===== src/rtl/bus_pkg.sv =====
// rtl/bus_pkg.sv - shared types, constants and packet helpers for the bus arbiter
package bus_pkg;

  localparam int ID_W      = 8;
  localparam int MAX_PKT_W = 256;

  typedef enum logic [1:0] {
    ST_IDLE = 2'd0,
    ST_POP  = 2'd1,
    ST_PUSH = 2'd2
  } bus_state_e;

  // Destination ID lives in the top ID_W bits of a pkt_sz-wide packet
  function automatic logic [ID_W-1:0] dest_id(input logic [MAX_PKT_W-1:0] pkt,
                                              input int pkt_sz);
    logic [MAX_PKT_W-1:0] sh;
    sh = pkt >> (pkt_sz - ID_W);
    return sh[ID_W-1:0];
  endfunction

endpackage


===== src/rtl/rr_arbiter.sv =====
// rtl/rr_arbiter.sv - round-robin grant of the first request at or after a pointer
module rr_arbiter #(
  parameter int drvrs = 4,
  localparam int PTR_W = (drvrs > 1) ? $clog2(drvrs) : 1
) (
  input  logic [drvrs-1:0] req,
  input  logic [PTR_W-1:0] ptr,
  output logic [drvrs-1:0] grant,
  output logic             valid
);

  logic [2*drvrs-1:0] dbl_req;
  logic [2*drvrs-1:0] dbl_gnt;
  logic [drvrs-1:0]   rot_req;
  logic [drvrs-1:0]   rot_gnt;

  // Rotate so the pointer sits at bit 0, pick the lowest set bit, rotate back
  always_comb begin
    dbl_req = {req, req} >> ptr;
    rot_req = dbl_req[drvrs-1:0];
    rot_gnt = rot_req & (-rot_req);
    dbl_gnt = {rot_gnt, rot_gnt} << ptr;
    grant   = dbl_gnt[2*drvrs-1:drvrs];
    valid   = |req;
  end

endmodule


===== src/rtl/bus_generator_arbiter.sv =====
// rtl/bus_generator_arbiter.sv - per-bus round-robin arbiter moving packets between device FIFOs
module bus_generator_arbiter
  import bus_pkg::*;
#(
  parameter int          bits      = 1,
  parameter int          drvrs     = 4,
  parameter int          pckg_sz   = 16,
  parameter logic [7:0]  broadcast = 8'hFF
) (
  input  logic                                 clk,
  input  logic                                 reset,
  input  logic [bits-1:0][drvrs-1:0]               pndng,
  output logic [bits-1:0][drvrs-1:0]               push,
  output logic [bits-1:0][drvrs-1:0]               pop,
  input  logic [bits-1:0][drvrs-1:0][pckg_sz-1:0]  D_pop,
  output logic [bits-1:0][drvrs-1:0][pckg_sz-1:0]  D_push
);

  localparam int PTR_W = (drvrs > 1) ? $clog2(drvrs) : 1;

  for (genvar b = 0; b < bits; b++) begin : g_bus
    bus_state_e         state_q, state_d;
    logic [PTR_W-1:0]   ptr_q, ptr_d;
    logic [PTR_W-1:0]   win_q, win_d;
    logic [pckg_sz-1:0] pkt_q, pkt_d;
    logic [drvrs-1:0]   grant;
    logic               grant_vld;
    logic [PTR_W-1:0]   grant_idx;
    logic [ID_W-1:0]    id;
    logic [drvrs-1:0]   pop_vec;
    logic [drvrs-1:0]   push_vec;

    rr_arbiter #(.drvrs(drvrs)) u_arb (
      .req   (pndng[b]),
      .ptr   (ptr_q),
      .grant (grant),
      .valid (grant_vld)
    );

    // Encode the one-hot grant into the winner index
    always_comb begin
      grant_idx = '0;
      for (int i = 0; i < drvrs; i++) begin
        if (grant[i]) grant_idx = PTR_W'(i);
      end
    end

    // IDLE -> POP -> PUSH -> IDLE; winner, pointer and packet captured along the way
    always_comb begin
      state_d = state_q;
      ptr_d   = ptr_q;
      win_d   = win_q;
      pkt_d   = pkt_q;
      case (state_q)
        ST_IDLE: begin
          if (grant_vld) begin
            win_d   = grant_idx;
            state_d = ST_POP;
          end
        end
        ST_POP: begin
          pkt_d   = D_pop[b][win_q];
          ptr_d   = (win_q == PTR_W'(drvrs - 1)) ? '0 : win_q + PTR_W'(1);
          state_d = ST_PUSH;
        end
        ST_PUSH: state_d = ST_IDLE;
        default: state_d = ST_IDLE;
      endcase
    end

    // State registers; reset aborts any transfer in flight
    always_ff @(posedge clk or posedge reset) begin
      if (reset) begin
        state_q <= ST_IDLE;
        ptr_q   <= '0;
        win_q   <= '0;
        pkt_q   <= '0;
      end else begin
        state_q <= state_d;
        ptr_q   <= ptr_d;
        win_q   <= win_d;
        pkt_q   <= pkt_d;
      end
    end

    // Strobe decode: pop the winner in POP, deliver by destination ID in PUSH
    always_comb begin
      pop_vec  = '0;
      push_vec = '0;
      id       = dest_id(MAX_PKT_W'(pkt_q), pckg_sz);
      if (state_q == ST_POP) pop_vec[win_q] = 1'b1;
      if (state_q == ST_PUSH) begin
        for (int d = 0; d < drvrs; d++) begin
          if (id == broadcast) begin
            push_vec[d] = (PTR_W'(d) != win_q);
          end else if (id == ID_W'(d)) begin
            push_vec[d] = 1'b1;
          end
        end
      end
    end

    assign pop[b]    = pop_vec;
    assign push[b]   = push_vec;
    assign D_push[b] = {drvrs{pkt_q}};
  end

endmodule


===== config.mk =====
export PLATFORM = sky130hd
export DESIGN_NAME = bus_generator_arbiter
export DESIGN_NICKNAME = d
export VERILOG_FILES = /design/src/rtl/bus_pkg.sv /design/src/rtl/rr_arbiter.sv /design/src/rtl/bus_generator_arbiter.sv
export SDC_FILE = /design/constraint.sdc
export NUM_CORES = 1
export LEC_CHECK = 0
export ABC_AREA = 1
export CAP_MARGIN = 0
export CORE_ASPECT_RATIO = 1.75
export CORE_MARGIN = 5
export CORE_UTILIZATION = 36
export DETAILED_ROUTE_END_ITERATION = 10
export GPL_TIMING_DRIVEN = 0
export PLACE_DENSITY = 0.89
export SYNTH_ARGS = -nofsm -noshare
export SYNTH_HDL_FRONTEND = slang
export SYNTH_SLANG_ARGS = --single-unit

===== constraint.sdc =====
create_clock -name clk -period 2.1 [get_ports clk]
set_clock_uncertainty 0.15 [all_clocks]
set_input_delay 0.315 -clock clk [delete_from_list [all_inputs] [get_ports clk]]
set_output_delay 0.315 -clock clk [all_outputs]
set_load 0.02 [all_outputs]

==> results.sh <==
export IMPL_status="complete, but fails checks"
export IMPL_violations="negative setup slack"
export IMPL_synth_ff_type="dfrtp_1"
export IMPL_synthCells=309
export IMPL_crit_buf_inv=4
export IMPL_setup_violations=2
export IMPL_routedWlPerCell_um=15.4
export IMPL_track_usage=0.216
export IMPL_tightest_slew_ps=839
export IMPL_die_x_um=67.4
export IMPL_hold_class="input pin to asynchronous set/reset pin"
export IMPL_grt_pass1_vias=2701
export IMPL_critPathMaxFanout=3
export IMPL_clk_insertion_delay_late_ps=270
export IMPL_syn_area_per_cell_um2=6.71
export IMPL_antenna_found_initial=0
export IMPL_max_stage_delay_ps=400
export IMPL_grt_max_degree=23
export IMPL_n_fill_cell=459
export IMPL_powerDensity_mw_per_mm2=1640
export IMPL_grt_pass1_wl_um=12300
export IMPL_crit_type="flip-flop to primary output"
export IMPL_critPathCaptureType="primary output"
export IMPL_synth_warnings=0
export IMPL_syn_area_mm2=0.00207
export IMPL_yosys_area_share_simple=0.282
export IMPL_routed_via_count=2671
export IMPL_synth_xor_area_frac=0
export IMPL_cts_tree="yes"
export IMPL_p_clk_frac=0.063
export IMPL_drive_gt1_frac=0.245
export IMPL_clock_path_buffers=2
export IMPL_placed_cells=526
export IMPL_start_util=0.371
export IMPL_cts_sinks=22
export IMPL_drtIter0Drc=139
export IMPL_synth_distinct_cells=26
export IMPL_crit_chain="inv_1 -> nand4_1 -> nor3_2 -> buf_4 -> buf_4 -> nand3_2 -> a21oi_2 -> buf_6"
export IMPL_critPathMostFrequentCell="buf_4"
export IMPL_fin_crit_sh=1.01
export IMPL_p_seq_frac=0.149
export IMPL_diodes=0
export IMPL_dp_slack_ps=-661
export IMPL_synth_compound_area_frac=0.176
export IMPL_grt_overflow=0
export IMPL_first_pass_iters=4
export IMPL_synth_top_area_frac=0.266
export IMPL_arrival_ps=1660
export IMPL_die_h_um=110
export IMPL_cts_buffers=3
export IMPL_power_switching_share=0.474
export IMPL_ff_latch_area_um2=559
export IMPL_synth_edf_count=0
export IMPL_drc=0
export IMPL_die_area_mm2=0.00744
export IMPL_nNetsFinal=545
export IMPL_maxCapViolations=0
export IMPL_final_antenna_net_count=0
export IMPL_finalNonFillerCells=546
export IMPL_crit_slowest_cell="dfrtp_1"
export IMPL_ir_worst_vdd_mv=1.09
export IMPL_synth_mux_area_frac=0
export IMPL_power_frac_comb=0.788
export IMPL_synth_top_family_by_area="simple AND/OR/NAND/NOR gates"
export IMPL_path_delay_family="buffers and inverters"
export IMPL_gp_congestion=0.798
export IMPL_cts_max_level=1
export IMPL_power_leakage_nw=1.71
export IMPL_critPathLaunchType="flip-flop"
export IMPL_core_mm2=0.00559
export IMPL_finalHoldViolations=0
export IMPL_power_switching_mw=3.01
export IMPL_p_int_mw=3.34
export IMPL_dp_hpwl_um=6490
export IMPL_synth_nets=383
export IMPL_maxSlewHeadroom=0.440
export IMPL_cp_num_cells=8
export IMPL_fmax_mhz=470
export IMPL_synth_seq_cells=22
export IMPL_multi_input_area_mm2=0.00107
export IMPL_synth_area_leaders="dfrtp_1 (27%), buf_4 (17%), nor2_1 (12%)"
export IMPL_area_delta_synth_final_pct=86.7
export IMPL_yosysTopAreaCell="dfrtp_1"
export IMPL_required_ps=1630
export IMPL_rows=36
export IMPL_synthArstFlopShare=1.00
export IMPL_clk_pin_slew_ps=90
export IMPL_rsz0062_at_grt="true"
export IMPL_cts_root_buf="clkbuf_8"
export IMPL_port_buffers=141
export IMPL_yosys_area_share_adder=0.0241
export IMPL_yosysSeqAreaShare=0.266
export IMPL_maxSlewViolCount=0
export IMPL_vias_per_cell=4.89
export IMPL_setup_slack_ps=-26.9
export IMPL_wl_um=8410
export IMPL_finalCriticalPeriod_ps=2130
export IMPL_io_pins=142
export IMPL_worstRegToRegCells=7
[cell usage after synthesis (all sizes together) (4+ instances only)]
cell and number:
nor2 65, buf 52, nand2 43, o21ai 43, inv 24, dfrtp 22
nand3 16, a31oi 10, clkbuf 10, o22ai 8, nand4 5, ha 4
[path summary, 6_finish.rpt]
check                                         from  slack (ps)                  to
worst max-delay path            g_bus[0].pkt_q[15]         -30             push[0]
worst min-delay path                         reset         360  g_bus[0].pkt_q[14]
worst max register to register   g_bus[0].win_q[0]         220   g_bus[0].pkt_q[8]
worst min register to register  g_bus[0].pkt_q[14]         450  g_bus[0].pkt_q[14]
max in group asynchronous                    reset         860  g_bus[0].pkt_q[10]
min in group clk                g_bus[0].pkt_q[14]         450  g_bus[0].pkt_q[14]
[final cells by class]
class,instances,area share
flip-flops and latches,22,0.144
plain buffers,62,0.119
inverters,24,0.0246
multi-input cells,201,0.278
clock buffers,3,0.0107
clock inverters,1,0.00776
repair buffers,157,0.391
well taps,76,0.0246
[what timing repair did]
item | CTS | global route
setup endpoints to repair | 8 | 8
pin swaps | 1 | 7
hold endpoints to repair | 0 | 0
buffers inserted | 8 | 8
hold buffers | 0 | 0
resized for setup | 55 | 19
[worst register-to-register path, delay by kind of cell, from the launching register on]
kind                   cells  cell delay (ps)
AOI/OAI and AO/OA          2              280
and+or+nand+nor            2              250
DFF                        1              400
buffers and inverters      3              720
[state kept, by name, indices dropped and copies added (netlist names)]
register       cells
g_bus.ptr_q        2
g_bus.win_q        2
g_bus.state_q      2
g_bus.pkt_q       16
[placed cells by master (no fill, tap or decap), drive strengths merged]
| master | Yosys | final |
|---|---|---|
| clkdlybuf4s50 | 0 | 133 |
| buf | 52 | 75 |
| nor2 | 65 | 65 |
| o21ai | 43 | 43 |
| nand2 | 43 | 43 |
| inv | 24 | 24 |
| dfrtp | 22 | 22 |
| nand3 | 16 | 16 |
| clkbuf | 10 | 13 |
| a31oi | 10 | 10 |
| o22ai | 8 | 8 |
| nand4 | 5 | 5 |
| ha | 4 | 4 |
| a21oi | 3 | 3 |
| a211oi | 2 | 2 |
| nor3 | 1 | 1 |
| o211ai | 1 | 1 |
| bufinv | 0 | 1 |
| dlygate4sd2 | 0 | 1 |
[power groups by stage]
stage | combinational [mW] | sequential [mW] | clock [mW]
after CTS | 4.86 | 0.933 | 0.398
after detailed placement | 4.61 | 0.979 | 0
after global placement | 4.51 | 0.958 | 0
after global routing | 5.38 | 0.970 | 0.426
after floorplan | 2.64 | 1.06 | 0
final | 5.01 | 0.945 | 0.403
[cells by family after synthesis]
| family | count (synthesis) |
|---|---|
| compound gates | 67 |
| buf+inv | 86 |
| flops | 22 |
| simple gates | 130 |
| fa+ha+maj | 4 |
[metrics by stage]
step	total power [mW]	util	cell area, µm²	TNS (ps)	hold WS (ps)
2_1_floorplan	3.70	-	2070	0	154
3_3_place_gp	5.47	0.641	3580	-3850	439
3_5_place_dp	5.59	0.641	3580	-4040	455
4_1_cts	6.19	0.670	3740	-0.425	402
5_1_grt	6.78	0.693	3870	-356	458
6_report	6.36	0.693	3870	-48.4	365
[per-layer routing]
layer | vias to the layer above | GRT usage | routed length, µm
met5 | - | 0 | 0
met4 | 0 | 0.106 | 255
met3 | 20 | 0.0385 | 558
met2 | 118 | 0.422 | 4750
met1 | 1240 | 0.207 | 2850
li1 | 1293 | - | -
No activity file was read; power rests on OpenSTA's default activity.
